<file path="config.mk">
export PLATFORM = sky130hd
export DESIGN_NAME = csea_serial_adder
export DESIGN_NICKNAME = d
export VERILOG_FILES = /design/src/rtl/alu_pkg.sv /design/src/rtl/csea_level.sv /design/src/rtl/csea_serial_adder.sv
export SDC_FILE = /design/constraint.sdc
export NUM_CORES = 1
export LEC_CHECK = 0
export BUFFER_PORTS_ARGS = -buffer_cell sky130_fd_sc_hd__buf_2
export CORE_MARGIN = 1.5
export CORE_UTILIZATION = 55
export DETAILED_ROUTE_END_ITERATION = 7
export GPL_ROUTABILITY_DRIVEN = 1
export PLACE_DENSITY = 0.88
export SLEW_MARGIN = 10
export SYNTH_ARGS = -nofsm -noshare
export SYNTH_HDL_FRONTEND = slang
export SYNTH_SLANG_ARGS = --single-unit
</file>
<file path="constraint.sdc">
create_clock -name clk -period 3.9 [get_ports clk]
set_input_delay 0 -clock clk [delete_from_list [all_inputs] [get_ports clk]]
set_output_delay 0 -clock clk [all_outputs]
set_load 0.005 [all_outputs]
</file>
<file path="src/rtl/alu_pkg.sv">
`default_nettype none
// ============================================================================
//  Module   : alu_pkg
//  Purpose  : Shared ALU types and constants: serial-adder FSM state encoding,
//             slice width, slice-count helper and add/sub op encoding.
//  Revision : 1.0  initial release
// ============================================================================
package alu_pkg;

  // Serial adder control states
  typedef enum logic [1:0] {
    IDLE = 2'd0,
    RUN  = 2'd1,
    DONE = 2'd2
  } state_e;

  // Bits handled by one csea_level slice
  localparam int SLICE_W = 8;

  // ALU op encoding for the add/subtract unit
  localparam logic ALU_OP_ADD = 1'b0;
  localparam logic ALU_OP_SUB = 1'b1;

  // Number of slice passes needed for an operand of the given width
  function automatic int slice_count(input int width);
    return width / SLICE_W;
  endfunction

endpackage
`default_nettype wire

</file>
<file path="src/rtl/csea_level.sv">
`default_nettype none
// ============================================================================
//  Module   : csea_level
//  Purpose  : One 8-bit carry-select adder level. The low half ripples, the
//             high half is precomputed for both carry-in values and selected
//             by the low-half carry.
//  Revision : 1.0  initial release
// ============================================================================
module csea_level
  import alu_pkg::*;
(
  input  logic [SLICE_W-1:0] x,
  input  logic [SLICE_W-1:0] y,
  input  logic               c_in,
  output logic [SLICE_W-1:0] z,
  output logic               next_c_out
);

  localparam int H = SLICE_W / 2;

  logic [H:0] w_lo;
  logic [H:0] w_hi0;
  logic [H:0] w_hi1;

  // Low half ripples with the true carry; high half is computed both ways
  always_comb begin
    w_lo  = {1'b0, x[H-1:0]} + {1'b0, y[H-1:0]} + {{H{1'b0}}, c_in};
    w_hi0 = {1'b0, x[SLICE_W-1:H]} + {1'b0, y[SLICE_W-1:H]};
    w_hi1 = {1'b0, x[SLICE_W-1:H]} + {1'b0, y[SLICE_W-1:H]} + {{H{1'b0}}, 1'b1};
  end

  // Select the precomputed high half using the low-half carry
  always_comb begin
    z[H-1:0] = w_lo[H-1:0];
    if (w_lo[H]) begin
      z[SLICE_W-1:H] = w_hi1[H-1:0];
      next_c_out     = w_hi1[H];
    end else begin
      z[SLICE_W-1:H] = w_hi0[H-1:0];
      next_c_out     = w_hi0[H];
    end
  end

endmodule
`default_nettype wire

</file>
<file path="src/rtl/csea_serial_adder.sv">
`default_nettype none
// ============================================================================
//  Module   : csea_serial_adder
//  Purpose  : Multi-cycle WIDTH-bit add/subtract. One SLICE_W-bit byte per
//             cycle (LSB first) passes through a single csea_level with the
//             registered carry. Request handshake in_valid/in_ready, result
//             handshake out_valid/out_ready, synchronous flush.
//  Options  : CSEA_SERIAL_FLAGS_EN adds zero (zf) and negative (nf) flags.
//  Revision : 1.0  initial release
// ============================================================================
module csea_serial_adder
  import alu_pkg::*;
#(
  parameter int WIDTH = 64
) (
  input  logic             clk,
  input  logic             rst_b,
  input  logic             in_valid,
  output logic             in_ready,
  input  logic             op_sub,
  input  logic [WIDTH-1:0] x,
  input  logic [WIDTH-1:0] y,
  input  logic             flush,
  output logic             out_valid,
  input  logic             out_ready,
  output logic [WIDTH-1:0] z,
  output logic             c_out,
  output logic             ovf
`ifdef CSEA_SERIAL_FLAGS_EN
  ,
  output logic             zf,
  output logic             nf
`endif
);

  localparam int N_SLICES = slice_count(WIDTH);
  localparam int CNT_W    = (N_SLICES > 1) ? $clog2(N_SLICES) : 1;
  localparam logic [CNT_W-1:0] C_LAST = CNT_W'(N_SLICES - 1);

  state_e r_state;
  state_e w_state_nxt;

  logic [CNT_W-1:0] r_cnt;
  logic [WIDTH-1:0] r_x;
  logic [WIDTH-1:0] r_y;
  logic             r_carry;
  logic [WIDTH-1:0] r_z;
  logic             r_cout;
  logic             r_ovf;

  logic w_accept;
  logic w_step;
  logic w_last;

  logic [SLICE_W-1:0] w_xs [N_SLICES];
  logic [SLICE_W-1:0] w_ys [N_SLICES];
  logic [SLICE_W-1:0] w_x_slice;
  logic [SLICE_W-1:0] w_y_slice;
  logic [SLICE_W-1:0] w_slice_z;
  logic               w_next_c;
  logic               w_c_msb;

  // Break the operands into slice-sized pieces for the per-cycle mux
  for (genvar i = 0; i < N_SLICES; i++) begin : g_split
    assign w_xs[i] = r_x[i*SLICE_W +: SLICE_W];
    assign w_ys[i] = r_y[i*SLICE_W +: SLICE_W];
  end

  assign w_x_slice = w_xs[r_cnt];
  assign w_y_slice = w_ys[r_cnt];

  csea_level u_level (
    .x          (w_x_slice),
    .y          (w_y_slice),
    .c_in       (r_carry),
    .z          (w_slice_z),
    .next_c_out (w_next_c)
  );

  // Carry into the MSB is recovered from the MSB sum bit of the final slice
  assign w_c_msb = w_x_slice[SLICE_W-1] ^ w_y_slice[SLICE_W-1] ^ w_slice_z[SLICE_W-1];

  // State register
  always_ff @(posedge clk or negedge rst_b) begin
    if (!rst_b) r_state <= IDLE;
    else        r_state <= w_state_nxt;
  end

  // Next-state and datapath strobes; flush overrides everything
  always_comb begin
    w_state_nxt = r_state;
    w_accept    = 1'b0;
    w_step      = 1'b0;
    w_last      = 1'b0;
    case (r_state)
      IDLE: begin
        if (in_valid) begin
          w_accept    = 1'b1;
          w_state_nxt = RUN;
        end
      end
      RUN: begin
        w_step = 1'b1;
        w_last = (r_cnt == C_LAST);
        if (r_cnt == C_LAST) w_state_nxt = DONE;
      end
      DONE: begin
        if (out_ready) w_state_nxt = IDLE;
      end
      default: w_state_nxt = IDLE;
    endcase
    if (flush) begin
      w_state_nxt = IDLE;
      w_accept    = 1'b0;
      w_step      = 1'b0;
      w_last      = 1'b0;
    end
  end

  // Operand capture, slice counter, running carry and final flags
  always_ff @(posedge clk or negedge rst_b) begin
    if (!rst_b) begin
      r_x     <= '0;
      r_y     <= '0;
      r_carry <= 1'b0;
      r_cnt   <= '0;
      r_cout  <= 1'b0;
      r_ovf   <= 1'b0;
    end else if (w_accept) begin
      r_x     <= x;
      r_y     <= (op_sub == ALU_OP_SUB) ? ~y : y;
      r_carry <= op_sub;
      r_cnt   <= '0;
    end else if (w_step) begin
      r_carry <= w_next_c;
      if (w_last) begin
        r_cout <= w_next_c;
        r_ovf  <= w_c_msb ^ w_next_c;
      end else begin
        r_cnt <= r_cnt + 1'b1;
      end
    end
  end

  // Each result byte is written only on the cycle its slice is processed
  for (genvar i = 0; i < N_SLICES; i++) begin : g_zreg
    always_ff @(posedge clk or negedge rst_b) begin
      if (!rst_b)                                r_z[i*SLICE_W +: SLICE_W] <= '0;
      else if (w_step && (r_cnt == CNT_W'(i)))   r_z[i*SLICE_W +: SLICE_W] <= w_slice_z;
    end
  end

`ifdef CSEA_SERIAL_FLAGS_EN
  logic r_zacc;
  logic r_zf;
  logic r_nf;

  // Zero flag is a running OR of slice results, resolved on the last slice
  always_ff @(posedge clk or negedge rst_b) begin
    if (!rst_b) begin
      r_zacc <= 1'b0;
      r_zf   <= 1'b0;
      r_nf   <= 1'b0;
    end else if (w_accept) begin
      r_zacc <= 1'b0;
    end else if (w_step) begin
      r_zacc <= r_zacc | (|w_slice_z);
      if (w_last) begin
        r_zf <= ~(r_zacc | (|w_slice_z));
        r_nf <= w_slice_z[SLICE_W-1];
      end
    end
  end

  assign zf = r_zf;
  assign nf = r_nf;
`endif

  assign in_ready  = (r_state == IDLE);
  assign out_valid = (r_state == DONE);
  assign z         = r_z;
  assign c_out     = r_cout;
  assign ovf       = r_ovf;

endmodule
`default_nettype wire

</file>
# Yosys cells after proc, flatten, opt, wreduce, memory -nomap -nowiden
# Cells that the tools add are included.
# totals
word_cells	80
output_inout_bits	68
mem_bits_ro	0
latchBits	0
reg_bits	200
mem_bits_rw	0
mem_count	0
# classes
n_lt_le_gt_ge	1
addsub	5
div	0
n_mul	0
reduce_logical	14
eq_ne	13
n_mux	26
bitwise	6
shift	0
# op_table
operator	n
$mux W64	1
$not A64 Y64	1
$bmux W8 S3	2
$mux W8	4
$eq A3 B3 Y1 const B	4
$add A4 B4 Y5	2
$mux W1	10
$mux W3	3
$logic_and A1 B1 Y1	8
$mux W2	4
$eq A3 B2 Y1 const B	2
$ne A3 B2 Y1 const B	2
$pmux W2 S3	1
$reduce_and A3 Y1	2
$add A5 B1 Y5	1
$add A5 B1 Y5 const B	1
$ge A4 B4 Y1 const B	1
$mux W4	1
$not A3 Y4	1
$add A3 B1 Y3 const B	1
$eq A3 B1 Y1 const B	1
$logic_not A3 Y1	1
$ne A3 B3 Y1 const B	1
$xor A1 B1 Y1	3
other kinds (7)	7

# Logic depth before layout (Yosys ltp)
# Gate-level depths: netlist of the first run.
# logic_depth
word_depth	9
mapped_depth	13
ltp_nobuf	11

# Cells and area by module
# Synthesis of the first run repeated with hierarchy kept, for this count alone.
# hier_totals
cells_unflattened	861
area_unflattened_um2	9352.7
# by_module_without_submodules
mod	seq_area_each_um2	area_each_um2	instances	cells_each
csea_serial_adder	5004.8	8971.1	1	814
csea_level	0.0	381.6	1	47

# Worst setup path after synthesis of the first run
# OpenSTA, ideal clock, no wires.
# synth_timing
kind	register -> register
from	reg r_cnt[0]
to	reg r_ovf, in the netlist ovf
required_time_ns	3.775
setup_time_ns	0.125
n_path_buf	2
arrival_ns	3.139
stages_incl_launch_ff	14
slack_ns	0.636
path_cell_list	dfrtp_1 -> buf_2 -> buf_2 -> mux4_2 -> nand2_1 -> nand2_1 -> ha_1 -> fa_1 -> xor2_2 -> nand3_1 -> a21oi_2 -> xnor2_1 -> xnor2_1 -> mux2_2
# synth_between
elab_chain_len	9
word_cells_on_any_way	20
classes_between	add/sub: 4; eq/ne: 1; mux: 10; bitwise: 4; reduce/logical: 1
# synth_rtl
element	line_no	rtl
from (decl)	csea_serial_adder.sv:43	logic [CNT_W-1:0] r_cnt;
from (signal assigned)	csea_serial_adder.sv:140	r_cnt <= r_cnt + 1'b1;
$not A3 Y4 (not written as such)	csea_serial_adder.sv:69, csea_serial_adder.sv:70	
$bmux W8 S3, on equally long branches	csea_serial_adder.sv:69, csea_serial_adder.sv:70	
$mux W8, on equally long branches (2 in a row)	csea_serial_adder.sv:69, csea_serial_adder.sv:70	
$add A4 B4 Y5, on equally long branches	csea_level.sv:28, csea_level.sv:29, csea_level.sv:27	
$add A5 B1 Y5, on equally long branches	csea_level.sv:29, csea_level.sv:27	
$mux W4	csea_level.sv:35	if (w_lo[H]) begin
$xor A1 B1 Y1	csea_serial_adder.sv:81	assign w_c_msb = w_x_slice[SLICE_W-1] ^ w_y_slice[SLICE_W-1] ^ w_slice_z[SLICE_W-1];
$xor A1 B1 Y1	csea_serial_adder.sv:138	r_ovf <= w_c_msb ^ w_next_c;
to (signal assigned)	csea_serial_adder.sv:138	
to (decl)	csea_serial_adder.sv:49	logic r_ovf;
# Several ways; a longest one is shown, not always the timed one. The select of a mux whose other input is x is not followed.
# A chain may end at the register's enable or synchronous reset.

# Worst setup path in the final report of the first run
# Ends and elaborated chain as after synthesis.

==> flow_summary.ini, run 1 <==
[drt]
dr_total_vias = 8516
wirelength_mm = 30.12
drc_errors = 0
wl_per_cell_um = 20.36
dr.pass1.iters = 6
drt_iter0_markers = 1055
vias_per_cell = 5.758
drt.antenna.violating_nets = 0

[synth]
synth_cell_types = 30
synthTopCellsByArea = dfrtp_1 54%, nand2_1 12%, mux4_2 7.8%
yosys_warnings = 0
ys_seq_area_frac = 0.5439
synth_top_area_share = 0.5439
synthesis.area_sq_um = 9201
synth_area_leader_cell = dfrtp_1
syn_area_per_cell_sq_um = 9.937
synth_cells = 926
ys_seq_elements = 200
synthesis.nets = 1077

[clocking]
h-tree-depth = 4
clk_latency_ps = 440
cts_sinks = 200
cts_made_buffers = 17
cts.clk_slew.worst_paths_ps = 70
cts_tree = done
root_buffer = clkbuf_16
cts_buffer_depth = 2

[timing]
fin_crit_sh = 0.9101
final_max_slew_viol_count = 0
clock_skew_ps = 9.070
fmax_mhz = 281.7
tightestPinTransition_ps = 1058
setup_viol = 0
fin_crit_ps = 3550
rsz0062_at_grt = false
relSlewSlack = 0.2944
final_hold_viol_count = 0
setup_tns_ps = 0

[setup_path]
crit_start = r_cnt[0]
crit_arrival_ps = 3870
r2r_slack_ps = 350
startpoint_type = flop
critPathMaxFanout = 22
reg2reg_depth = 11
reg2reg_from = r_cnt[0]
crit_type = reg2reg
critPathRequiredTime_ps = 4220
end_kind = flop

[finish]
layout.cells.most_common = nand2_1
syn_to_final_growth_pct = 33.89
final_cell_mix = 306 x nand2_1, 199 x buf_2, 198 x dfrtp_1
fillers = 987
multi_input_area_sq_um = 3931
seqCellArea_sq_um = 5007
drive_above_1_share = 0.2298
fin_area_sq_um = 12320
nNetsFinal = 1391
instances_no_fill = 1479

[global_routing]
grtUsageTotal = 0.3515
antenna_found_initial = 4
first_global_vias = 8732
grt_max_degree = 150
grt_pass1_wl_mm = 46.80
overflow = 0

[place]
place_area_sq_um = 10410
place_hpwl_mm = 15.72
io_buffers = 201
dp.cells = 1310
gp_congestion = 0.8614

[power_and_ir_drop]
leakage_nw = 5.952
power_w = 0.007818
vdd_ir_drop_max_mv = 0.5086
p_per_area_nw_per_um2 = 634.6

[floorplanning]
start_util = 0.5588
dieHeight_um = 132.3
rows = 47
pin_count = 202
dieArea_sq_um = 17520
fp.dieW_um = 132.3
core_sq_um = 16470

[hold_path]
hp-class = in2reg
worstHoldStart = flush
hold_depth = 4

[job]
drv_cap = 0

[outcome]
status = finished, final reports clean
[flip-flops by register name (all words and copies together) (netlist names)]
register	cells
r_cnt	3
r_x	64
z	64
r_y	64
ovf	1
c_out	1
r_state	2
r_carry	1
[Yosys cell counts]
| master | instances |
|---|---|
| clkinv_1 | 1 |
| mux2i_1 | 3 |
| nor2b_1 | 2 |
| nand3b_1 | 1 |
| a22oi_1 | 1 |
| o21ai_0 | 70 |
| xor2_1 | 2 |
| xnor2_1 | 71 |
| a21oi_1 | 66 |
| a21oi_2 | 1 |
| ha_1 | 14 |
| nand4_1 | 1 |
| clkbuf_1 | 26 |
| a21o_1 | 3 |
| and2_1 | 3 |
| buf_2 | 27 |
| a22o_1 | 1 |
| xor2_2 | 2 |
| nor4b_2 | 1 |
| nand2_1 | 306 |
| nand2b_1 | 1 |
| buf_1 | 2 |
| dfrtp_1 | 200 |
| a21oi_4 | 1 |
| fa_1 | 3 |
| inv_1 | 8 |
| mux2_2 | 1 |
| nor2_1 | 69 |
| mux4_2 | 32 |
| nand3_1 | 7 |
[layer usage]
metal | GRT usage | vias up | share of wire
met2 | 0.5832 | 631 | 0.49
met5 | 0 | - | 0
met4 | 0.2222 | 0 | 0.063
li1 | - | 3659 | -
met1 | 0.4160 | 4051 | 0.35
met3 | 0.08112 | 175 | 0.093
[report_power, final]
part	switching (W)	total, W	internal (W)
Combinational	0.00178	0.00311	0.00133
Sequential	0.000382	0.00294	0.00255
Clock	0.000814	0.00177	0.000957
Total	0.00298	0.00782	0.00484
[worst paths after layout]
check,end
worst min-delay path,r_carry
min in group asynchronous,r_x[18]
max in group asynchronous,r_y[0]
worst max-delay path,ovf
worst max register to register,ovf
worst min register to register,r_x[8]
[through the flow]
step	worst slack [ps]	hold slack, ps	utilization
finish	350.5	122.4	0.7482
detailed placement	442.8	192.3	0.6324
global placement	526.8	191.7	0.6324
CTS	429.1	28.49	0.7473
global route	90.35	105.3	0.7479
floorplan	636.4	-295.6	-
[layout make-up]
class                           count  share of cell area
Clock inverter                     12             0.01168
Tap cell                          220             0.02234
Antenna cell                        6            0.001219
Clock buffer                       20             0.03545
Timing Repair Buffer              350              0.2010
Sequential cell                   200              0.4065
Inverter                            9            0.002742
Multi-Input combinational cell    662              0.3191
[cell families after synthesis]
logic type,synth area share
simple gates,0.1640
flops,0.5439
compound gates,0.08091
xor+xnor,0.07302
buf+inv,0.02978
mux,0.08281
fa+ha+maj,0.02556
[critical path, cell delays in order, from the launching register on]
cell	delay (ps)
dfrtp_2	810
buf_4	290
mux4_2	520
nand2_1	100
nand2_1	90
ha_1	330
a21o_1	180
a21oi_1	240
xnor2_1	200
nand4_1	220
xnor2_1	180
mux2_2	250
[what timing repair did]
| action | CTS | global route |
|---|---|---|
| endpoints found under the hold margin | 264 | 0 |
| resized for setup | 0 | 0 |
| hold buffers | 131 | 0 |
| setup buffers | 0 | 0 |
| endpoints found under the setup margin | 0 | 0 |
(Power assumes the default switching activity.)
==> inputs of run 2 (changes only) <==
CORE_MARGIN = not set   (was 1.5)
==> run 2 against run 1 <==
Against the previous run:
- utilization increased by 1.6 points
- fmax is 0.52% higher
- worst hold slack worse by 92 ps
- critical path type unchanged
- largest power group unchanged
- highest routed layer unchanged
==> flow_summary.ini, run 2 (synthesis results as in run 1) <==
[global_routing]
use_met2 = 0.6123
grtUsageMet1 = 0.4207
grtUsageTotal = 0.3634
busiest_layer = met2
antenna_found_initial = 1
grt_pass1_wl_mm = 47.47
first_global_vias = 8897
overflow = 0
grt_max_degree = 104
grt_util_met3 = 0.07215

[clocking]
h-tree-depth = 4
cts_sinks = 200
cts_made_buffers = 17
cts_buffer_depth = 2
root_buffer = clkbuf_16
clk_latency_ps = 440
cts_tree = done
cts.clk_slew.worst_paths_ps = 70

[finish]
layout.cells.most_common = nand2_1
finish.utilization = 0.7637
final_cell_mix = 306 x nand2_1, 199 x buf_2, 198 x dfrtp_1
drive_above_1_share = 0.2335
instances_no_fill = 1472
syn_to_final_growth_pct = 33.76
nNetsFinal = 1393
fillers = 969

[setup_path]
critPathMaxFanout = 22
crit_type = reg2reg
critPathRequiredTime_ps = 4200
startpoint_type = flop
crit_arrival_ps = 3830
end_kind = flop

[drt]
drc_errors = 0
drt.antenna.violating_nets = 0
dr.pass1.iters = 6
vias_per_cell = 5.767
wl_per_cell_um = 20.59
drt_iter0_markers = 830
wirelength_mm = 30.31
dr_total_vias = 8489

[timing]
clock_skew_ps = 14.60
fin_crit_sh = 0.9054
fin_crit_ps = 3531
tightestPinTransition_ps = 1072
final_max_slew_viol_count = 0
fmax_mhz = 283.2
setup_tns_ps = 0
worst_slack_ps = 368.9
rsz0062_at_grt = false
relSlewSlack = 0.2851
final_hold_viol_count = 0
setup_viol = 0

[place]
gp_congestion = 0.8588
pre_cts_ws_ps = 143.4
dp.cells = 1304
place_hpwl_mm = 15.66
io_buffers = 201

[power_and_ir_drop]
p_per_area_nw_per_um2 = 634.9
swShare = 0.3885
combPwrFrac = 0.404
p_switching_w = 0.003036
leakage_nw = 5.965
vdd_ir_drop_max_mv = 0.6465
intPower_w = 0.004778
clkPwrFrac = 0.221
seqPwrFrac = 0.376

[floorplanning]
fp.dieW_um = 131.3
rows = 46
core_sq_um = 16120
start_util = 0.5710
dieHeight_um = 131.3
dieArea_sq_um = 17250
pin_count = 202

[hold_path]
hp-class = in2reg

[outcome]
status = finished, final reports clean

[job]
drv_cap = 0
[run 2: cell count changes in the layout (fill, tap and decap cells not counted), sizes merged]
cell	before	now
inv	11	14
bufinv	2	1
clkinvlp	2	1
buf	218	220
diode	6	1
clkbuf	21	19
clkinv	6	7
[run 2: critical path, stage by stage, from the launching register on]
cell and delay, ps:
dfrtp_2 730, buf_4 300, buf_4 210, mux4_2 350, nand2_1 90, nand2_1 60, ha_1 320, nor2b_1 160
o21ai_0 290, nand2_1 220, nand2_1 170, xor2_2 330, o21ai_0 160
[run 2: power groups by stage]
| stage | sequential, W | clock, W | combinational, W |
|---|---|---|---|
| final | 0.00294 | 0.00172 | 0.00315 |
| after global routing | 0.00297 | 0.00182 | 0.00343 |
| after CTS | 0.00290 | 0.00172 | 0.00298 |
| after detailed placement | 0.00293 | 0 | 0.00286 |
| after global placement | 0.00291 | 0 | 0.00270 |
| after floorplan | 0.00280 | 0 | 0.00178 |
[run 2: repair_timing]
item                                   4_1_cts  5_1_grt
hold buffers                               131        0
gates resized for setup                      0        2
setup endpoints to repair                    0       24
endpoints found under the hold margin      226        0
setup buffers                                0        4
[run 2: routing by layer]
metal	up-vias	wire, um
met1	4047	10680
li1	3661	-
met2	595	14930
met3	186	2503
met5	-	0
met4	0	2191
[run 2: path summary, 6_finish.rpt]
| path | slack (ps) | start | cells past startpoint | end |
|---|---|---|---|---|
| max in group asynchronous | 2670 | rst_b | 3 | r_cnt[1] |
| setup reg to reg | 370 | r_cnt[1] | 12 | z[62] |
| hold reg to reg | 480 | z[56] | 2 | z[56] |
| setup / recovery | 370 | r_cnt[1] | 12 | z[62] |
| min in group asynchronous | 180 | rst_b | 2 | r_x[27] |
| hold / removal | 30 | flush | 4 | r_carry |
[run 2: cell type report]
type,instances,area (sq um),share of cell area
timing repair buffer,352,2491,0.2024
antenna,1,2.502,0.0002033
multi-input combinational,662,3935,0.3197
inverter,9,33.78,0.002745
tap,216,270.3,0.02196
clock inverter,14,136.4,0.01108
clock buffer,18,429.2,0.03487
sequential,200,5010,0.4070
[run 2: metrics by stage]
| step | total power (W) | instance area (sq um) | hold WS [ps] |
|---|---|---|---|
| 2_1_floorplan | 0.004589 | 9201 | -295.6 |
| 3_3_place_gp | 0.005608 | 10390 | 118.5 |
| 3_5_place_dp | 0.005783 | 10390 | 129.9 |
| 4_1_cts | 0.007602 | 12270 | 6.239 |
| 5_1_grt | 0.008216 | 12310 | 48.32 |
| 6_report | 0.007814 | 12310 | 30.22 |
